**src/rtl/phy_tx_arb_pkg.sv**
```systemverilog
`default_nettype none
// ============================================================================
//  Module      : phy_tx_arb_pkg
//  Description : Shared constants for the PHY TX packet arbiter: FSM state
//                encoding and PHY user-stream widths.
//  Ports       : none (package)
//  Revision    : 1.0 - initial release
// ============================================================================
package phy_tx_arb_pkg;

    localparam int P_PHY_DW = 32;   // PHY user data width
    localparam int P_PHY_KW = 4;    // PHY user keep width

    localparam logic [1:0] P_ARB_ST_ARB  = 2'd0;
    localparam logic [1:0] P_ARB_ST_XFER = 2'd1;
    localparam logic [1:0] P_ARB_ST_GAP  = 2'd2;

endpackage
`default_nettype wire

```
**src/rtl/phy_tx_arbiter_rr_pick.sv**
```systemverilog
`default_nettype none
// ============================================================================
//  Module      : rr_pick
//  Description : Combinational rotate-priority picker. Returns a one-hot
//                grant for the first requester at or after i_ptr, wrapping.
//  Ports       : i_req   - request vector
//                i_ptr   - highest-priority channel index
//                o_grant - one-hot pick (zero when no request)
//  Revision    : 1.0 - initial release
// ============================================================================
module rr_pick #(
    parameter int P_CH_NUM = 4,
    parameter int P_PTR_W  = 2
) (
    input  logic [P_CH_NUM-1:0] i_req,
    input  logic [P_PTR_W-1:0]  i_ptr,
    output logic [P_CH_NUM-1:0] o_grant
);

    // Duplicating the request vector turns the wrap-around search into a
    // plain upward scan starting at i_ptr; the two halves are OR-folded back.
    logic [2*P_CH_NUM-1:0] w_req_dbl;
    logic [2*P_CH_NUM-1:0] w_pick_dbl;
    logic                  w_found;

    assign w_req_dbl = {i_req, i_req};

    always_comb begin
        w_pick_dbl = '0;
        w_found    = 1'b0;
        for (int i = 0; i < 2*P_CH_NUM; i++) begin
            if (!w_found && (i >= int'(i_ptr)) && w_req_dbl[i]) begin
                w_pick_dbl[i] = 1'b1;
                w_found       = 1'b1;
            end
        end
    end

    assign o_grant = w_pick_dbl[P_CH_NUM-1:0] | w_pick_dbl[2*P_CH_NUM-1:P_CH_NUM];

endmodule
`default_nettype wire

```
**src/rtl/phy_tx_arbiter.sv**
```systemverilog
`default_nettype none
// ============================================================================
//  Module      : phy_tx_arbiter
//  Description : Packet-atomic round-robin arbiter sharing one PHY TX user
//                AXI-stream port among P_CH_NUM sources, with an idle gap
//                after every packet and hold-off until GT TX done.
//  Ports       : i_clk, i_rst_n         - clock, async active-low reset
//                i_gt_tx_done           - GT TX ready, blocks traffic when low
//                i_s_valid/keep/data/last, o_s_ready - per-channel slave side
//                o_m_valid/keep/data/last, i_m_ready - master side to phy_tx
//                o_grant                - one-hot current owner
//                o_busy                 - high in XFER or GAP
//  Revision    : 1.0 - initial release
// ============================================================================
module phy_tx_arbiter
    import phy_tx_arb_pkg::*;
#(
    parameter int P_CH_NUM     = 4,
    parameter int P_GAP_CYCLES = 4
) (
    input  logic                         i_clk,
    input  logic                         i_rst_n,
    input  logic                         i_gt_tx_done,
    input  logic [P_CH_NUM-1:0]          i_s_valid,
    input  logic [P_CH_NUM*P_PHY_KW-1:0] i_s_keep,
    input  logic [P_CH_NUM*P_PHY_DW-1:0] i_s_data,
    input  logic [P_CH_NUM-1:0]          i_s_last,
    output logic [P_CH_NUM-1:0]          o_s_ready,
    output logic                         o_m_valid,
    output logic [P_PHY_KW-1:0]          o_m_keep,
    output logic [P_PHY_DW-1:0]          o_m_data,
    output logic                         o_m_last,
    input  logic                         i_m_ready,
    output logic [P_CH_NUM-1:0]          o_grant,
    output logic                         o_busy
);

    localparam int c_PTR_W = $clog2(P_CH_NUM);
    localparam int c_GAP_W = (P_GAP_CYCLES > 1) ? $clog2(P_GAP_CYCLES) : 1;
    localparam logic [c_GAP_W-1:0] c_GAP_LAST =
        c_GAP_W'((P_GAP_CYCLES > 0) ? (P_GAP_CYCLES - 1) : 0);
    localparam logic [c_PTR_W-1:0] c_PTR_MAX = c_PTR_W'(P_CH_NUM - 1);

    logic [1:0]          r_state,   w_state_nxt;
    logic [c_PTR_W-1:0]  r_ptr,     w_ptr_nxt;
    logic [c_GAP_W-1:0]  r_gap_cnt, w_gap_cnt_nxt;
    logic [P_CH_NUM-1:0] r_grant,   w_grant_nxt;

    logic [P_CH_NUM-1:0] w_pick;
    logic                w_in_xfer;
    logic                w_link_ok;
    logic                w_sel_valid;
    logic                w_sel_last;
    logic [P_PHY_KW-1:0] w_sel_keep;
    logic [P_PHY_DW-1:0] w_sel_data;
    logic [c_PTR_W-1:0]  w_sel_idx;

    rr_pick #(
        .P_CH_NUM (P_CH_NUM),
        .P_PTR_W  (c_PTR_W)
    ) u_rr_pick (
        .i_req   (i_s_valid),
        .i_ptr   (r_ptr),
        .o_grant (w_pick)
    );

    // AND-OR mux under the one-hot registered grant; a zero grant yields zeros.
    always_comb begin
        w_sel_valid = 1'b0;
        w_sel_last  = 1'b0;
        w_sel_keep  = '0;
        w_sel_data  = '0;
        w_sel_idx   = '0;
        for (int k = 0; k < P_CH_NUM; k++) begin
            if (r_grant[k]) begin
                w_sel_valid = w_sel_valid | i_s_valid[k];
                w_sel_last  = w_sel_last  | i_s_last[k];
                w_sel_keep  = w_sel_keep  | i_s_keep[P_PHY_KW*k +: P_PHY_KW];
                w_sel_data  = w_sel_data  | i_s_data[P_PHY_DW*k +: P_PHY_DW];
                w_sel_idx   = w_sel_idx   | c_PTR_W'(k);
            end
        end
    end

    assign w_in_xfer = (r_state == P_ARB_ST_XFER);
    assign w_link_ok = i_m_ready & i_gt_tx_done;

    // Valid carries the same ready/gt qualifier as ready, so o_m_valid is
    // high exactly on cycles where a beat transfers.
    assign o_m_valid = w_in_xfer & w_sel_valid & w_link_ok;
    assign o_m_last  = w_in_xfer & w_sel_last;
    assign o_m_keep  = w_in_xfer ? w_sel_keep : '0;
    assign o_m_data  = w_in_xfer ? w_sel_data : '0;
    assign o_s_ready = (w_in_xfer && w_link_ok) ? r_grant : '0;
    assign o_grant   = r_grant;
    assign o_busy    = (r_state != P_ARB_ST_ARB);

    always_comb begin
        w_state_nxt   = r_state;
        w_ptr_nxt     = r_ptr;
        w_gap_cnt_nxt = r_gap_cnt;
        w_grant_nxt   = r_grant;
        case (r_state)
            P_ARB_ST_ARB: begin
                // Waiting for i_m_ready also absorbs phy_tx's post-last busy time.
                if (i_gt_tx_done && i_m_ready && (|i_s_valid)) begin
                    w_grant_nxt = w_pick;
                    w_state_nxt = P_ARB_ST_XFER;
                end
            end
            P_ARB_ST_XFER: begin
                if (o_m_valid && w_sel_last) begin
                    w_ptr_nxt     = (w_sel_idx == c_PTR_MAX) ? '0 : (w_sel_idx + c_PTR_W'(1));
                    w_grant_nxt   = '0;
                    w_gap_cnt_nxt = '0;
                    w_state_nxt   = (P_GAP_CYCLES == 0) ? P_ARB_ST_ARB : P_ARB_ST_GAP;
                end
            end
            P_ARB_ST_GAP: begin
                if (r_gap_cnt == c_GAP_LAST) begin
                    w_gap_cnt_nxt = '0;
                    w_state_nxt   = P_ARB_ST_ARB;
                end else begin
                    w_gap_cnt_nxt = r_gap_cnt + c_GAP_W'(1);
                end
            end
            default: begin
                w_grant_nxt   = '0;
                w_gap_cnt_nxt = '0;
                w_state_nxt   = P_ARB_ST_ARB;
            end
        endcase
    end

    always_ff @(posedge i_clk or negedge i_rst_n) begin
        if (!i_rst_n) begin
            r_state   <= P_ARB_ST_ARB;
            r_ptr     <= '0;
            r_gap_cnt <= '0;
            r_grant   <= '0;
        end else begin
            r_state   <= w_state_nxt;
            r_ptr     <= w_ptr_nxt;
            r_gap_cnt <= w_gap_cnt_nxt;
            r_grant   <= w_grant_nxt;
        end
    end

endmodule
`default_nettype wire

```
**config.mk**
```make
export PLATFORM = sky130hd
export DESIGN_NAME = phy_tx_arbiter
export DESIGN_NICKNAME = d
export VERILOG_FILES = /design/src/rtl/phy_tx_arb_pkg.sv /design/src/rtl/phy_tx_arbiter_rr_pick.sv /design/src/rtl/phy_tx_arbiter.sv
export SDC_FILE = /design/constraint.sdc
export NUM_CORES = 1
export LEC_CHECK = 0
export ABC_AREA = 1
export CAP_MARGIN = 25
export CORE_UTILIZATION = 27
export CTS_BUF_LIST = sky130_fd_sc_hd__clkbuf_4 sky130_fd_sc_hd__clkbuf_8
export DETAILED_ROUTE_END_ITERATION = 8
export HOLD_SLACK_MARGIN = 0.08
export PLACE_DENSITY = 0.9
export SYNTH_ARGS = -nofsm -noshare
export SYNTH_HDL_FRONTEND = slang
export SYNTH_SLANG_ARGS = --single-unit
```
**constraint.sdc**
```tcl
create_clock -name i_clk -period 1.5 [get_ports i_clk]
set_input_delay 0.15 -clock i_clk [delete_from_list [all_inputs] [get_ports i_clk]]
set_output_delay 0.15 -clock i_clk [all_outputs]
set_load 0.1 [all_outputs]
```
==> results of run 1 <==
-- per-stage QoR --
stage	hold WS, ns	worst slack [ns]	std cells
after floorplan	-0.1456	-0.3356	308
after global placement	0.4642	-0.01839	582
after detailed placement	0.4881	-0.06858	582
after CTS	0.2464	-0.1169	603
-- Yosys cell counts (all sizes together) --
cell type | count | area (µm²)
dfrtp | 10 | 250.2
buf | 13 | 70.06
ha | 1 | 12.51
a21oi | 3 | 15.01
nor3 | 2 | 10.01
inv | 18 | 67.56
nor2 | 13 | 51.30
o21ai | 6 | 30.03
nand3 | 5 | 37.54
or2 | 1 | 6.260
a41oi | 36 | 315.3
nand2 | 188 | 713.2
nand4 | 3 | 25.02
clkbuf | 9 | 33.78
-- repair_timing --
| action | in CTS |
|---|---|
| setup buffers | 16 |
| endpoints found under the setup margin | 52 |
| pin swaps | 21 |
| gates resized for setup | 44 |
| gates cloned | 1 |
-- cells by family after synthesis --
kind of cell,Yosys count
and+or+nand+nor,212
DFF,10
buffers and inverters,40
AOI/OAI and AO/OA,45
adders and majority gates,1
==> run metrics, run 1 <==
average footprint of a synthesized cell 5.318 µm²; die width 79.89 µm; pin count of the biggest net entering global routing 22; net count after synthesis 465; Chip Height 79.89 µm; sequential area share after synthesis 0.1528; worst-path endpoint category top-level output; outcome did not finish; endpoint pin with the least setup slack after global-route repair o_m_data[5]; number of top-level design ports 203; maximum level of the CTS H-tree 1; Rows 28; number of distinct standard cells referenced by the synthesized netlist 20; Max clock buf depth 2; number of clock sinks 10; post-synthesis compound-gate area fraction 0.2200; fraction of the mapped netlist area in adder cells 0.007639; YS warnings 0; post-synthesis cell count 308; Placer Congestion 0.8196; total of flip-flops plus latches after synthesis 10; Clock Tree Root sky130_fd_sc_hd__clkbuf_8; Initial Util 0.2783; post-synthesis cell area 1638 µm²; TritonCTS buffer count 3; stop err [ERROR DPL-0038] Utilization greater than 100%, impossible to legalize; post-detailed-placement cell area 5139 µm²; dominant combinational cell family by area after synthesis simple AND/OR/NAND/NOR gates; Stopped at global routing (5_1_grt); Synth Area in XOR/XNOR 0; HPWL after detailed placement 8.429 mm; mux cell area share after synthesis 0; Post-Synth Simple-Gate Area 0.5149; Hold Buf Count CTS 0; IO buf count 202
==> inputs of run 2 (changes only) <==
--- a/config.mk
+++ b/config.mk
@@ -8,10 +8,8 @@
 export ABC_AREA = 1
 export CAP_MARGIN = 25
 export CORE_UTILIZATION = 27
-export CTS_BUF_LIST = sky130_fd_sc_hd__clkbuf_4 sky130_fd_sc_hd__clkbuf_8
 export DETAILED_ROUTE_END_ITERATION = 8
-export HOLD_SLACK_MARGIN = 0.08
-export PLACE_DENSITY = 0.9
+export PLACE_DENSITY_LB_ADDON = 0.15
 export SYNTH_ARGS = -nofsm -noshare
 export SYNTH_HDL_FRONTEND = slang
 export SYNTH_SLANG_ARGS = --single-unit
==> run 2 against run 1 <==
The flow now finishes, with violations (setup timing). Synthesized area did not move. Synthesized cell count did not move.
==> run metrics, run 2 <==
Avg WL per Cell 21.73 µm; leading cell types in the layout, fill and taps excluded sky130_fd_sc_hd__nand2_1 (168), sky130_fd_sc_hd__clkdlybuf4s50_1 (155), sky130_fd_sc_hd__buf_12 (56); Post-Synth Simple-Gate Area 0.5149 (unchanged); leakage component of the power 1.836 nW; top cell type by total area after synthesis sky130_fd_sc_hd__nand2_1 (unchanged); Max FO, Critical Path 18; total gr overflow 0; post-synthesis cell count 308 (unchanged); number of clock sinks 10 (unchanged); Max clock buf depth 2 (unchanged); core region area 5886 µm²; worst slew margin relative to its limit 0.6712; total chip power 11.73 mW; Initial Util 0.2783 (unchanged); net count after synthesis 465 (unchanged); mux cell area share after synthesis 0 (unchanged); post-detailed-placement cell area 5171 µm² (was 5139 µm²); power dissipated by switching net loads 7.085 mW; flip-flop cell with the highest count after synthesis sky130_fd_sc_hd__dfrtp_1 (unchanged); number of distinct standard cells referenced by the synthesized netlist 20 (unchanged); largest vdd supply drop 0.001876 V; total power divided by cell area 2161 nW/µm²; Area contributors post-synth sky130_fd_sc_hd__nand2_1 (42%), sky130_fd_sc_hd__a41oi_1 (19%), sky130_fd_sc_hd__dfrtp_1 (15%), sky130_fd_sc_hd__inv_1 (3.9%), sky130_fd_sc_hd__buf_2 (3.4%) (unchanged); worst hold slack 0.2417 ns; time the worst path needs with I/O delays and setup 1.662 ns; number of iterations in the first detailed-routing pass 4; Reg2Reg Depth 8; worst setup skew after layout 0.002107 ns; pin count of the biggest net entering global routing 27; post-synthesis compound-gate area fraction 0.2200 (unchanged); commonest cells in the netlist sky130_fd_sc_hd__nand2_1 (185), sky130_fd_sc_hd__a41oi_1 (36), sky130_fd_sc_hd__inv_1 (17), sky130_fd_sc_hd__nor2_1 (12), sky130_fd_sc_hd__buf_2 (11) (unchanged); kind of start point of the critical path flip-flop; CTS tree yes; first-pass GRT wire length 17.57 mm; Rows 28 (unchanged); maximum level of the CTS H-tree 1 (unchanged); post-layout utilization of the core 0.9226; WS Path Type reg -> out; average footprint of a synthesized cell 5.318 µm² (unchanged); minimum setup slack in the final design -0.1619 ns; instance count after placement with tap cells included 583 (was 582); data arrival time at the worst-slack endpoint 1.51 ns; violations in the final reports setup timing; worst hold path class in -> async; number of diodes 0; clock latency at the later pin of the worst-skew pair 0.24 ns; most common library cell in the layout ignoring fill and taps sky130_fd_sc_hd__nand2_1; post-synthesis cell area 1638 µm² (unchanged); dominant combinational cell family by area after synthesis simple AND/OR/NAND/NOR gates (unchanged); net count of the finished layout 679; Synth Area in XOR/XNOR 0 (unchanged); relative area change from synthesis to final layout 231.6%; post-route cell area 5430 µm²; IO buf count 202 (unchanged); drt via density 5.587; Chip Height 79.89 µm (unchanged); fraction of power spent switching nets 0.6038; Final Max Tran Viols 0; die width 79.89 µm (unchanged); Routed Antenna Nets 0; number of maximum-capacitance violations 0; via total after detailed routing 3330; proportion of netlist area held by the largest area contributor 0.4240 (unchanged); total of flip-flops plus latches after synthesis 10 (unchanged); vias in the first global route 3402; GR Util All Layers 0.3636; post-CTS clock slew at the launch and capture registers of the worst setup and hold paths 0.05 ns; Placer Congestion 0.9074 (was 0.8196); outcome finished, violations left (was did not finish); maximum clock rate 601.7 MHz; accumulated negative setup slack -5.230 ns; data required time of the critical path 1.35 ns; final setup fails 45; HPWL after detailed placement 8.976 mm (was 8.429 mm); slew at the pin with the worst max-slew slack 0.4917 ns; number of top-level design ports 203 (unchanged); number of antenna violations at the first check in global routing 0; Total Wirelength 12.95 mm; sequential area share after synthesis 0.1528 (unchanged); proportion of power drawn by combinational gates 0.934; final-report hold violation count 0; most instantiated library cell after synthesis sky130_fd_sc_hd__nand2_1 (unchanged); fraction of the mapped netlist area in adder cells 0.007639 (unchanged); Final Cycle Share 1.108; TritonCTS buffer count 3 (unchanged); Largest register FFs 4; Clock Tree Root sky130_fd_sc_hd__clkbuf_8 (unchanged); Iter 0 DRT Violations 149; layout cells sized above 1 0.3090; async set-reset flop share out of synthesis 1.000 (unchanged); clock power share 0.026; crit end category primary output; worst slack at placement -0.1472 ns (was -0.06858 ns); number of remaining DRC errors 0; Int Power 4.649 mW; YS warnings 0 (unchanged); setup repair after global routing missed its margin yes; die area 6382 µm²; proportion of power drawn by flip-flops and latches 0.040; Cell Count, Final, Fillers Out 596; number of synthesized flops with an enable pin 0 (unchanged)
run 2: cell counts after synthesis:
No cell type changed its count.
run 2: final timing paths:
kind                         startpoint           end  slack, ns
setup / recovery             o_grant[3]  o_m_data[16]      -0.16
hold reg to reg            r_gap_cnt[1]  r_gap_cnt[1]       0.52
hold / removal                  i_rst_n    o_grant[0]       0.24
min in group i_clk         r_gap_cnt[1]  r_gap_cnt[1]       0.52
setup reg to reg             r_state[1]    o_grant[1]      -0.12
max in group asynchronous       i_rst_n    o_grant[1]       0.89
run 2: cell type report:
type                    instances  area (µm²)
well taps                      75       93.84
multi-input cells             258        2054
inverters                      18       88.84
flip-flops and latches         10       266.5
repair buffers                231        2882
clock buffers                   4       45.04
fillers                       217       455.4
run 2: per-layer routing:
layer  GRT usage  wire [µm]  up-vias
li1            -          -     1449
met2      0.6906       6889      232
met4      0.2321        881        0
met5           0          0        -
met3     0.08000       1045       78
met1      0.3495       4136     1571
run 2: kinds of logic after synthesis:
logic type | after synthesis
adders and majority gates | 1
buffers and inverters | 40
AOI/OAI and AO/OA | 45
and+or+nand+nor | 212
DFF | 10
run 2: critical path: stages (launching register included):
cell                      delay [ns]
sky130_fd_sc_hd__dfrtp_4        0.48
sky130_fd_sc_hd__buf_12         0.17
sky130_fd_sc_hd__nand2_1        0.11
sky130_fd_sc_hd__a41oi_4        0.29
sky130_fd_sc_hd__buf_12         0.21
run 2: repair_timing:
item                                   4_1_cts  5_1_grt
hold buffers                                 0        0
gates cloned                                 2        0
setup buffers                                5        3
resized for setup                           15       15
endpoints found under the hold margin        0        0
pin swaps                                    1        6
setup endpoints to repair                   44       51
run 2: power groups by stage:
stage | combinational, mW | clock (mW) | sequential [mW]
finish | 11.0 | 0.302 | 0.474
global route | 11.2 | 0.310 | 0.482
CTS | 10.7 | 0.286 | 0.465
detailed placement | 10.5 | 0 | 0.473
global placement | 10.3 | 0 | 0.468
floorplan | 6.64 | 0 | 0.635
Note: power is estimated with default switching activity, not from simulation.
